File: src/rtl/pc_gen_if.sv
// Fetch-request channel between the PC generator (master) and the instruction cache (slave).
interface pc_gen_if #(
    parameter int ADDR_W = 32
);
    logic              if_req_valid;
    logic [ADDR_W-1:0] if_req_addr;
    logic              if_req_ready;

    modport master (
        output if_req_valid,
        output if_req_addr,
        input  if_req_ready
    );

    modport slave (
        input  if_req_valid,
        input  if_req_addr,
        output if_req_ready
    );
endinterface

File: src/rtl/pc_gen.sv
// Fetch PC generator: BOOT/RUN/HALT sequencing, sequential fetch, prioritised
// execute/decode redirects with an epoch tag and a misaligned-target pulse.
module pc_gen #(
    parameter int          ADDR_W    = 32,
    parameter logic [63:0] RESET_VEC = '0,
    parameter int unsigned STEP      = 4,
    parameter int          EPOCH_W   = 2
) (
    input  logic               clk_in,
    input  logic               rst_in,
    input  logic               rdy_in,
    input  logic               stall_in,
    input  logic               halt_in,
    input  logic               redir_ex_valid,
    input  logic [ADDR_W-1:0]  redir_ex_addr,
    input  logic               redir_id_valid,
    input  logic [ADDR_W-1:0]  redir_id_addr,
    pc_gen_if.master           if_req,
    output logic [ADDR_W-1:0]  pc_out,
    output logic [EPOCH_W-1:0] epoch_out,
    output logic               ce,
    output logic               misalign_out
);

    typedef enum logic [1:0] {
        ST_BOOT = 2'd0,
        ST_RUN  = 2'd1,
        ST_HALT = 2'd2
    } state_t;

    localparam logic [ADDR_W-1:0] RESET_PC = {RESET_VEC[ADDR_W-1:2], 2'b00};
    localparam logic [ADDR_W-1:0] STEP_INC = ADDR_W'(STEP);

    state_t               state_q, state_d;
    logic [ADDR_W-1:0]    pc_q, pc_d;
    logic [EPOCH_W-1:0]   epoch_q, epoch_d;
    logic                 mis_q, mis_d;

    logic                 req_valid;
    logic                 fire;
    logic                 redir_any;
    logic                 redir_acc;
    logic [ADDR_W-1:0]    redir_tgt;

    always_comb begin
        req_valid = rdy_in && (state_q == ST_RUN) && !stall_in;
        fire      = req_valid && if_req.if_req_ready;
        redir_any = redir_ex_valid || redir_id_valid;
        // Execute-stage redirect is older in program order, so it wins.
        redir_tgt = redir_ex_valid ? redir_ex_addr : redir_id_addr;
        redir_acc = rdy_in && (state_q != ST_BOOT) && redir_any;
    end

    always_comb begin
        state_d = state_q;
        pc_d    = pc_q;
        epoch_d = epoch_q;
        mis_d   = mis_q;

        if (rdy_in) begin
            mis_d = 1'b0;
            unique case (state_q)
                ST_BOOT: state_d = ST_RUN;
                ST_RUN:  if (halt_in && !redir_any) state_d = ST_HALT;
                ST_HALT: if (redir_any) state_d = ST_RUN;
                default: state_d = ST_BOOT;
            endcase

            // A redirect overrides any sequential advance in the same cycle.
            if (redir_acc) begin
                pc_d    = {redir_tgt[ADDR_W-1:2], 2'b00};
                epoch_d = epoch_q + EPOCH_W'(1);
                mis_d   = |redir_tgt[1:0];
            end else if (fire) begin
                pc_d = pc_q + STEP_INC;
            end
        end
    end

    always_ff @(posedge clk_in or negedge rst_in) begin
        if (!rst_in) begin
            state_q <= ST_BOOT;
            pc_q    <= RESET_PC;
            epoch_q <= '0;
            mis_q   <= 1'b0;
        end else begin
            state_q <= state_d;
            pc_q    <= pc_d;
            epoch_q <= epoch_d;
            mis_q   <= mis_d;
        end
    end

    assign if_req.if_req_valid = req_valid;
    assign if_req.if_req_addr  = pc_q;
    assign pc_out              = pc_q;
    assign epoch_out           = epoch_q;
    assign ce                  = (state_q == ST_RUN);
    assign misalign_out        = mis_q;

endmodule

File: src/flat_wrapper.sv
// flat-port wrapper written by rule: the top's interface ports become plain ports
module pc_gen_flat 
#(
    parameter int          ADDR_W    = 32,
    parameter logic [63:0] RESET_VEC = '0,
    parameter int unsigned STEP      = 4,
    parameter int          EPOCH_W   = 2
)
  (clk_in, rst_in, rdy_in, stall_in, halt_in, redir_ex_valid, redir_ex_addr, redir_id_valid, redir_id_addr, pc_out, epoch_out, ce, misalign_out, if_req_if_req_valid, if_req_if_req_addr, if_req_if_req_ready);
  pc_gen_if #(.ADDR_W(ADDR_W)) if_req_i ();
  input  logic clk_in;
  input  logic rst_in;
  input  logic rdy_in;
  input  logic stall_in;
  input  logic halt_in;
  input  logic redir_ex_valid;
  input  logic [ADDR_W-1:0] redir_ex_addr;
  input  logic redir_id_valid;
  input  logic [ADDR_W-1:0] redir_id_addr;
  output logic [ADDR_W-1:0] pc_out;
  output logic [EPOCH_W-1:0] epoch_out;
  output logic ce;
  output logic misalign_out;
  output wire logic [$bits(if_req_i.if_req_valid)-1:0] if_req_if_req_valid;
  output wire logic [$bits(if_req_i.if_req_addr)-1:0] if_req_if_req_addr;
  input wire logic [$bits(if_req_i.if_req_ready)-1:0] if_req_if_req_ready;
  assign if_req_if_req_valid = if_req_i.if_req_valid;
  assign if_req_if_req_addr = if_req_i.if_req_addr;
  assign if_req_i.if_req_ready = if_req_if_req_ready;
  pc_gen #(.ADDR_W(ADDR_W), .RESET_VEC(RESET_VEC), .STEP(STEP), .EPOCH_W(EPOCH_W)) u_core (.clk_in(clk_in), .rst_in(rst_in), .rdy_in(rdy_in), .stall_in(stall_in), .halt_in(halt_in), .redir_ex_valid(redir_ex_valid), .redir_ex_addr(redir_ex_addr), .redir_id_valid(redir_id_valid), .redir_id_addr(redir_id_addr), .if_req(if_req_i), .pc_out(pc_out), .epoch_out(epoch_out), .ce(ce), .misalign_out(misalign_out));
endmodule
File: config.mk
export PLATFORM = sky130hd
export DESIGN_NAME = pc_gen_flat
export DESIGN_NICKNAME = d
export VERILOG_FILES = /design/src/rtl/pc_gen_if.sv /design/src/rtl/pc_gen.sv /design/src/flat_wrapper.sv
export SDC_FILE = /design/constraint.sdc
export NUM_CORES = 1
export LEC_CHECK = 0
export CAP_MARGIN = 10
export CORE_ASPECT_RATIO = 1.25
export CORE_MARGIN = 3
export CORE_UTILIZATION = 40
export DETAILED_ROUTE_END_ITERATION = 8
export GPL_TIMING_DRIVEN = 0
export PLACE_DENSITY = 0.86
export SLEW_MARGIN = 25
export SYNTH_ARGS = -nofsm -noshare
export SYNTH_HDL_FRONTEND = slang
export SYNTH_SLANG_ARGS = --single-unit
File: constraint.sdc
create_clock -name clk_in -period 1.92 [get_ports clk_in]
set_input_delay 0.576 -clock clk_in [delete_from_list [all_inputs] [get_ports clk_in]]
set_output_delay 0.576 -clock clk_in [all_outputs]
set_load 0.005 [all_outputs]
==> out/metrics.csv, run 1 <==
metric,value,unit
Top delay family on crit path,simple AND/OR/NAND/NOR gates,
WL per Instance,17.14,um
setup violators final,10,
main area contributors after synthesis,"dfrtp_1 (33%), buf_4 (9.7%), a211oi_1 (8.6%)",
dpl hpwl,6.419,mm
Max Freq,505.9,MHz
CTS root buffer,clkbuf_8,
total number of vias,3125,
fin. max-slew vios,0,
async set-reset flop share out of synthesis,1.000,
vias in the first global route,3121,
P per Cell Area,809.9,nW/um2
remaining global-route overflow,0,
failing checks,negative setup slack,
Antenna Nets Post-Route,0,
initial antenna violation count,0,
Longest Clk Path Bufs,2,
mean post-synth cell area,8.864,um2
cell repeated most along the worst path,buf_6,
multi-input logic area,1559,um2
DRT Wirelength,9.631,mm
final setup margin,-56.50,ps
Crit path buffers/inverters,3,
most frequent cells in the layout,"clkdlybuf4s50_1 (124), buf_4 (67), nor2b_1 (30)",
Die X-Extent,78.56,um
clock skew,4.394,ps
sequential fraction of the synthesis area,0.3327,
final-report hold violation count,0,
CTS Buf Count,5,
Reg2Reg Setup Slack,-60,ps
worst path cell trace,and4bb_1 -> buf_6 -> buf_8 -> nand4_4 -> buf_6 -> or4_4 -> a31oi_1,
Worst EP required,2120,ps
Worst-path clk slew,70,ps
Synth top area share,0.3327,
number of diodes,0,
"most common cell after layout, fill and taps aside",clkdlybuf4s50_1,
worst-path fanout max,5,
MaxCap Viol Count,0,
Mapped Cells,297,
first-pass GRT wire length,14.64,mm
critical path capture point type,flip-flop,
RSZ-0062 raised after global routing,true,
# DRC,0,
die area,7597,um2
"EDFF count, synth",0,
final core occ,0.7534,
routability cong.,0.8464,
CP max stage delay,470,ps
nature of the critical path startpoint,flip-flop,
CTS Sinks,35,
LEAKAGE,1.837,nW
Layout area overhead,79.90,%
Yosys cell types,35,
core area,6286,um2
Initial Util,0.4188,
layout cells sized above 1,0.3229,
row cnt,32,
leading area contributor after synthesis,dfrtp_1,
Via density,5.560,
CP max stage cell,or4_4,
H-tree Lvls,2,
I/O pins,141,
Post-Synthesis Cell Area,2633,um2
Fin Hold WS,173.8,ps
status,finished with violations,
nets,549,
Final period util,1.029,
register area,904.6,um2
gr usage total,0.2358,
Initial DRC Count,236,
PortBufs,135,
setup TNS,-281.3,ps
clock latency on the worst-skew pair,290,ps
Fill cells,443,
die height,96.70,um
CTS tree,built,
Synth Flop Type,dfrtp_1,
drt first pass iters,5,
largest net degree at the start of global routing,24,
VDD IR-drop max,531.9,uV
Synthesis Warnings,0,
#FFs+latches synth,35,
DP Worst Slack,-942.2,ps
Crit Path Class,flip-flop to flip-flop,
Hold Crit Class,input pin to asynchronous set/reset pin,
Post-CTS Hold Fix Bufs,0,
Critical Path AT,2180,ps
min Tclk post-route,1976,ps
[cell usage after synthesis (all sizes together) (2+ instances only)]
library cell / instances
buf: 41
dfrtp: 35
a211oi: 30
nor2b: 30
a31oi: 22
clkbuf: 14
o31ai: 14
or4: 14
nand4: 13
a21oi: 10
nand2: 9
nand3: 8
o21ai: 8
xor2: 8
or3: 7
and4: 6
inv: 6
and3: 4
and2: 3
nor2: 3
o32ai: 2
xnor2: 2
[logic make-up (layout without fill, tap and decap cells)]
group,after synthesis,after routing,synth area share
AO/OA/AOI/OAI,88,88,0.2253
XOR/XNOR,10,10,0.03327
adder cells (fa/ha/maj),1,1,0.004752
buffers and inverters,61,238,0.1454
flip-flops,35,35,0.3327
multiplexers,1,1,0.003802
other,1,4,0.001424
AND/OR/NAND/NOR,100,100,0.2533
[what timing repair did]
action / 4_1_cts / 5_1_grt
resized for setup: 52 / 60
buffers inserted: 17 / 19
setup endpoints to repair: 58 / 58
pin swaps: 4 / 21
cloned: 1 / 0
[final timing paths]
check                               startpoint                       endpoint  depth (start not counted)
setup / recovery             u_core.state_q[1]  u_core.if_req.if_req_addr[18]                          7
hold / removal                          rst_in  u_core.if_req.if_req_addr[18]                          1
setup reg to reg             u_core.state_q[1]  u_core.if_req.if_req_addr[18]                          7
hold reg to reg            u_core.epoch_out[1]            u_core.epoch_out[1]                          1
max in group asynchronous               rst_in  u_core.if_req.if_req_addr[28]                          2
min in group clk_in        u_core.epoch_out[1]            u_core.epoch_out[1]                          1
[sequential cells by signal (all words and copies together) (netlist names)]
name / cells
u_core.if_req.if_req_addr: 30
u_core.epoch_out: 2
u_core.state_q: 2
u_core.misalign_out: 1
[metrics by stage]
stage	instance area [um2]	power, mW	std cells
floorplan	2644	1.884	300
global placement	4101	2.846	520
detailed placement	4116	2.910	521
CTS	4434	3.627	545
global route	4736	4.042	562
finish	4736	3.835	562
[layout make-up]
class | instances | area share
inverter | 6 | 0.004756
buffer | 51 | 0.08005
tap | 85 | 0.02246
clock buffer | 8 | 0.02114
timing repair buffer | 173 | 0.3514
sequential | 35 | 0.1910
multi-input combinational | 204 | 0.3292
[layer usage]
layer	wire, um	vias to the layer above	track usage
met5	0	-	0
met4	170	0	0.09556
met3	828	21	0.04562
met2	5051	186	0.4225
met1	3581	1460	0.2690
li1	-	1458	-
[report_power, final]
part           leakage, nW  switching (mW)  internal [mW]
registers            0.375           0.268          0.946
clock network       0.0515           0.277          0.328
logic                 1.41           0.726           1.29
total                 1.84            1.27           2.56
No activity file was read; power rests on OpenSTA's default activity.
==> run 2: changes to the inputs <==
--- a/config.mk
+++ b/config.mk
@@ -6,9 +6,11 @@
 export NUM_CORES = 1
 export LEC_CHECK = 0
 export CAP_MARGIN = 10
+export CELL_PAD_IN_SITES_DETAIL_PLACEMENT = 1
+export CELL_PAD_IN_SITES_GLOBAL_PLACEMENT = 2
 export CORE_ASPECT_RATIO = 1.25
 export CORE_MARGIN = 3
-export CORE_UTILIZATION = 40
+export CORE_UTILIZATION = 22
 export DETAILED_ROUTE_END_ITERATION = 8
 export GPL_TIMING_DRIVEN = 0
 export PLACE_DENSITY = 0.86
@@ -16,3 +18,4 @@
 export SYNTH_ARGS = -nofsm -noshare
 export SYNTH_HDL_FRONTEND = slang
 export SYNTH_SLANG_ARGS = --single-unit
+export TNS_END_PERCENT = 10
==> constraint.sdc (replaced) <==
create_clock -name clk_in -period 2.15 [get_ports clk_in]
set_input_delay 0.645 -clock clk_in [delete_from_list [all_inputs] [get_ports clk_in]]
set_output_delay 0.645 -clock clk_in [all_outputs]
set_load 0.005 [all_outputs]
==> run 2 against run 1 <==
Net effect: cell count increased by 8.5%; largest power group unchanged; critical path depth decreased by 5; the run now ends clean; first-iteration DRC count decreased by 68%; highest routed layer unchanged.
==> out/metrics.csv, run 2 (synthesis gave the netlist of run 1 again) <==
metric,value,unit
status,"finished, final reports clean",
nature of the critical path startpoint,flip-flop,
Critical Path AT,1460,ps
clock latency on the worst-skew pair,280,ps
fin. max-slew vios,0,
met2 wire length,5.612,mm
Post-CTS Hold Fix Bufs,0,
CTS Sinks,35,
Worst EP required,1500,ps
Crit path buffers/inverters,2,
setup violators final,0,
worst-path fanout max,7,
LEAKAGE,1.663,nW
dpl hpwl,8.045,mm
final-report hold violation count,0,
Worst R2R End,u_core.if_req.if_req_addr[18],
remaining global-route overflow,0,
routability cong.,0.7886,
layout cells sized above 1,0.1715,
CP max stage cell,clkdlybuf4s50_1,
Initial DRC Count,75,
P per Cell Area,757.2,nW/um2
met3 WL,375,um
nets,521,
VDD IR-drop max,253.5,uV
drt first pass iters,3,
core area,11670,um2
gr usage total,0.1566,
Die X-Extent,103.8,um
area post-placement,4219,um2
Longest Clk Path Bufs,2,
CTS Buf Count,5,
Top delay family on crit path,buffers and inverters,
row cnt,44,
worst slew pin tran,523.1,ps
vias in the first global route,3149,
register area,877.1,um2
MaxCap Viol Count,0,
Crit path depth,2,
Fill cells,1367,
# DRC,0,
CP max stage delay,540,ps
Final period util,0.9772,
first-pass GRT wire length,16.88,mm
total number of vias,2903,
Reg2Reg Setup Slack,110,ps
worst path cell trace,buf_4 -> clkdlybuf4s50_1,
Layout area overhead,68.58,%
PortBufs,135,
Reg-to-Reg Start,u_core.state_q[1],
die area,13320,um2
Hold Crit Class,input pin to asynchronous set/reset pin,
critical path capture point type,output port,
design area,4438,um2
max reg flops,30,
clock skew,6.411,ps
Crit Path Class,flip-flop to output port,
power after layout,3.360,mW
WL per Instance,17.48,um
CTS tree,built,
largest net degree at the start of global routing,21,
min Tclk post-route,2101,ps
Worst-path clk slew,60,ps
Worst R2R Path Depth,7,
initial antenna violation count,0,
Slew headroom,0.6513,
Via density,4.759,
number of diodes,0,
H-tree Lvls,2,
I/O pins,141,
Max Freq,476.0,MHz
met1 WL,4.508,mm
CTS root buffer,clkbuf_16,
max layer used,met4,
die height,128.3,um
Antenna Nets Post-Route,0,
"most common cell after layout, fill and taps aside",clkdlybuf4s50_1,
DRT Wirelength,10.67,mm
multi-input logic area,1404,um2
most frequent cells in the layout,"clkdlybuf4s50_1 (131), buf_4 (38), dfrtp_1 (34)",
RSZ-0062 raised after global routing,true,
Initial Util,0.2256,
run 2: cell types whose count changed in the layout (fill, tap and decap cells not counted), moves of 8 or more:
cell      previous run  this run
buf_4               67        38
dfrtp_1             12        34
dfrtp_2             23         1
a211oi_1            22        30
a211oi_2             8         0
o31ai_1              4        12
run 2: repair_timing:
| item | 4_1_cts | 5_1_grt |
|---|---|---|
| resized for setup | 26 | 12 |
| setup endpoints to repair | 35 | 32 |
| pin swaps | 3 | 2 |
| setup buffers | 4 | 0 |
| cloned | 1 | 0 |
run 2: metal layers:
metal | vias to the layer above | GRT usage
met5 | - | 0
met1 | 1421 | 0.1889
met2 | 72 | 0.2866
met3 | 13 | 0.02569
met4 | 0 | 0.04695
li1 | 1397 | -
run 2: power breakdown:
part	switching, mW	internal [mW]
Sequential	0.284	0.825
Combinational	0.532	1.01
Clock	0.286	0.428
Total	1.10	2.26
run 2: worst max-delay path by stage:
stage / start / slack, ps / to
after floorplan: stall_in / 190 / u_core.if_req.if_req_addr[25]
after global placement: redir_ex_valid / -810 / u_core.if_req.if_req_addr[28]
after detailed placement: redir_ex_valid / -850 / u_core.if_req.if_req_addr[28]
after CTS: rdy_in / 6 / u_core.if_req.if_req_addr[18]
after global routing: redir_id_valid / -40 / u_core.if_req.if_req_addr[5]
final: u_core.if_req.if_req_addr[10] / 50 / pc_out[10]
run 2: area by class of cell:
class	instances	share of cell area
flip-flops and latches	35	0.1976
plain buffers	55	0.08627
well taps	161	0.04539
clock inverters	2	0.002819
repair buffers	141	0.3175
multi-input cells	204	0.3163
clock buffers	6	0.02904
inverters	6	0.005075
run 2: through the flow:
step	setup TNS (ps)	hold slack, ps	utilization	setup WS (ps)	std cells
after global placement	-42920	479.0	0.3596	-805.6	596
after floorplan	0	349.4	-	190.2	300
after CTS	0	311.3	0.3795	5.536	610
after global routing	-292.2	324.0	0.3803	-35.31	610
after detailed placement	-25870	471.2	0.3615	-846.1	597
final	0	296.4	0.3803	49.11	610
==> run 3: changes to the inputs <==
--- a/config.mk
+++ b/config.mk
@@ -5,15 +5,17 @@
 export SDC_FILE = /design/constraint.sdc
 export NUM_CORES = 1
 export LEC_CHECK = 0
+export ABC_AREA = 1
 export CAP_MARGIN = 10
 export CELL_PAD_IN_SITES_DETAIL_PLACEMENT = 1
 export CELL_PAD_IN_SITES_GLOBAL_PLACEMENT = 2
 export CORE_ASPECT_RATIO = 1.25
 export CORE_MARGIN = 3
-export CORE_UTILIZATION = 22
+export CORE_UTILIZATION = 20
 export DETAILED_ROUTE_END_ITERATION = 8
 export GPL_TIMING_DRIVEN = 0
-export PLACE_DENSITY = 0.86
+export MAX_ROUTING_LAYER = met4
+export PLACE_DENSITY = 0.84
 export SLEW_MARGIN = 25
 export SYNTH_ARGS = -nofsm -noshare
 export SYNTH_HDL_FRONTEND = slang
==> run 3 against run 2 <==
Net effect: clock power increased by 2%; largest power group unchanged; hold slack got worse by 64 ps; total power increased by 59%; wire length increased by 14%; register-to-register slack improved by 150 ps; global-route usage decreased by 0.44 points; setup slack improved by 16 ps; fmax increased by 0.77%; final area increased by 8.0%; flip-flop and latch count unchanged; non-clock buffer count decreased by 9; critical path type unchanged.
==> out/metrics.csv, run 3 <==
metric,value,unit
P per Cell Area,1112,nW/um2
nets,728,
Synth Flop Type,dfrtp_1,
CTS Buf Count,5,
final core occ,0.3270,
sequential fraction of the synthesis area,0.2871,
Crit Path Class,flip-flop to output port,
I/O pins,141,
Mapped Cells,509,
gr usage total,0.1522,
Yosys cell types,34,
Setup Buffers After CTS,0,
Synth top area share,0.2871,
Antenna Nets Post-Route,0,
max reg flops,30,
nature of the critical path startpoint,flip-flop,
drt first pass iters,6,
mean post-synth cell area,5.993,um2
largest net degree at the start of global routing,27,
CTS root buffer,clkbuf_16,
fin cells,834,
LEAKAGE,2.265,nW
critical path capture point type,output port,
main area contributors after synthesis,"dfrtp_1 (29%), nand2_1 (28%), buf_4 (9.6%)",
Synthesis Warnings,0,
Longest Clk Path Bufs,2,
clock latency on the worst-skew pair,280,ps
Crit path buffers/inverters,1,
VDD IR-drop max,468.4,uV
"most common cell after layout, fill and taps aside",nand2_1,
dpl hpwl,10.07,mm
Worst-path clk slew,60,ps
CTS Sinks,35,
MaxCap Viol Count,0,
Critical Path AT,1440,ps
# DRC,0,
Initial DRC Count,117,
min Tclk post-route,2085,ps
Worst EP required,1500,ps
most frequent cell after synthesis,nand2_1,
first-pass GRT wire length,19.54,mm
Fill cells,1857,
die height,144.1,um
top post-synthesis cells by count,"nand2_1 (227), nor2_1 (64), buf_4 (39)",
CP max stage delay,540,ps
CP max stage cell,clkdlybuf4s50_1,
die area,16780,um2
Post-CTS Hold Fix Bufs,0,
CTS tree,built,
number of diodes,0,
routability cong.,0.8353,
Die X-Extent,116.5,um
row cnt,49,
async set-reset flop share out of synthesis,1.000,
H-tree Lvls,2,
Post-Synthesis Cell Area,3050,um2
final-report hold violation count,0,
#FFs+latches synth,35,
clock skew,6.027,ps
Initial Util,0.2082,
Top delay family on crit path,buffers and inverters,
Via density,4.321,
status,"finished, final reports clean",
PortBufs,135,
most frequent cells in the layout,"nand2_1 (227), clkdlybuf4s50_1 (132), nor2_1 (64)",
worst-path fanout max,4,
core area,14650,um2
"EDFF count, synth",0,
placed insts,826,
fin. max-slew vios,0,
leading area contributor after synthesis,dfrtp_1,
initial antenna violation count,0,
Max Freq,479.7,MHz
layout cells sized above 1,0.1067,
WL per Instance,14.60,um
remaining global-route overflow,0,
RSZ-0062 raised after global routing,true,
vias in the first global route,3829,
total number of vias,3604,
Hold Crit Class,input pin to asynchronous set/reset pin,
Layout area overhead,57.10,%
Final period util,0.9697,
setup violators final,0,
DRT Wirelength,12.17,mm
worst path cell trace,nor2_4 -> clkdlybuf4s50_1,
## run 3: cells by family after synthesis
| group | after synthesis | synth area share |
|---|---|---|
| compound gates | 35 | 0.06809 |
| xor+xnor | 11 | 0.03159 |
| fa+ha+maj | 1 | 0.004101 |
| buf+inv | 90 | 0.1604 |
| flops | 35 | 0.2871 |
| other cells | 1 | 0.001229 |
| simple gates | 336 | 0.4475 |
## run 3: worst paths after layout
kind | startpoint | to | slack [ps] | cells after the start
min in group clk_in | u_core.epoch_out[1] | u_core.epoch_out[1] | 480 | 1
worst min-delay path | rst_in | u_core.misalign_out | 230 | 1
worst max-delay path | u_core.state_q[1] | ce | 70 | 2
worst max register to register | u_core.if_req.if_req_addr[2] | u_core.if_req.if_req_addr[14] | 260 | 9
worst min register to register | u_core.epoch_out[1] | u_core.epoch_out[1] | 480 | 1
max in group asynchronous | rst_in | u_core.if_req.if_req_addr[10] | 1460 | 2
## run 3: layout make-up
class / count / area [um2] / area share
inverter: 39 / 146.4 / 0.03055
multi-input combinational: 387 / 1697 / 0.3540
clock buffer: 7 / 132.6 / 0.02768
buffer: 51 / 344.1 / 0.07180
sequential: 35 / 880.8 / 0.1838
tap: 178 / 222.7 / 0.04648
clock inverter: 1 / 5.005 / 0.001044
timing repair buffer: 136 / 1364 / 0.2846
## run 3: report_power, final
group / switching, mW / leakage (nW) / internal [mW]
registers: 0.535 / 0.404 / 0.970
logic: 1.26 / 1.79 / 1.84
clock network: 0.297 / 0.0679 / 0.429
total: 2.09 / 2.26 / 3.24
## run 3: stage by stage
step | power (mW) | setup WS [ps] | hold WS (ps) | setup TNS (ps) | instance area [um2]
after global placement | 4.594 | -544.1 | 462.7 | -25140 | 4636
final | 5.327 | 65.24 | 232.2 | 0 | 4792
after CTS | 5.433 | 26.61 | 233.8 | 0 | 4788
after floorplan | 2.884 | 444.0 | 349.4 | 0 | 3062
after global routing | 5.824 | -3.414 | 242.7 | -3.414 | 4792
after detailed placement | 4.682 | -439.2 | 475.4 | -7525 | 4651
## run 3: worst reg2reg max path, delay by kind of cell, from the launching register on
| kind | cells | cell delay [ps] |
|---|---|---|
| adders and majority gates | 1 | 200 |
| DFF | 1 | 420 |
| and+or+nand+nor | 7 | 1020 |
| xor gates and xnor gates | 1 | 130 |
## run 3: timing repair
action                                  4_1_cts  5_1_grt
resized for setup                             4        3
endpoints found under the hold margin         0        0
endpoints found under the setup margin       12        3
## run 3: routing by layer
metal	global-route usage	part of all wire	vias to the layer above
met4	0.02749	0.0048	0
met1	0.1711	0.41	1690
met3	0.02553	0.041	4
met5	-	0	-
met2	0.2827	0.54	81
li1	-	-	1829
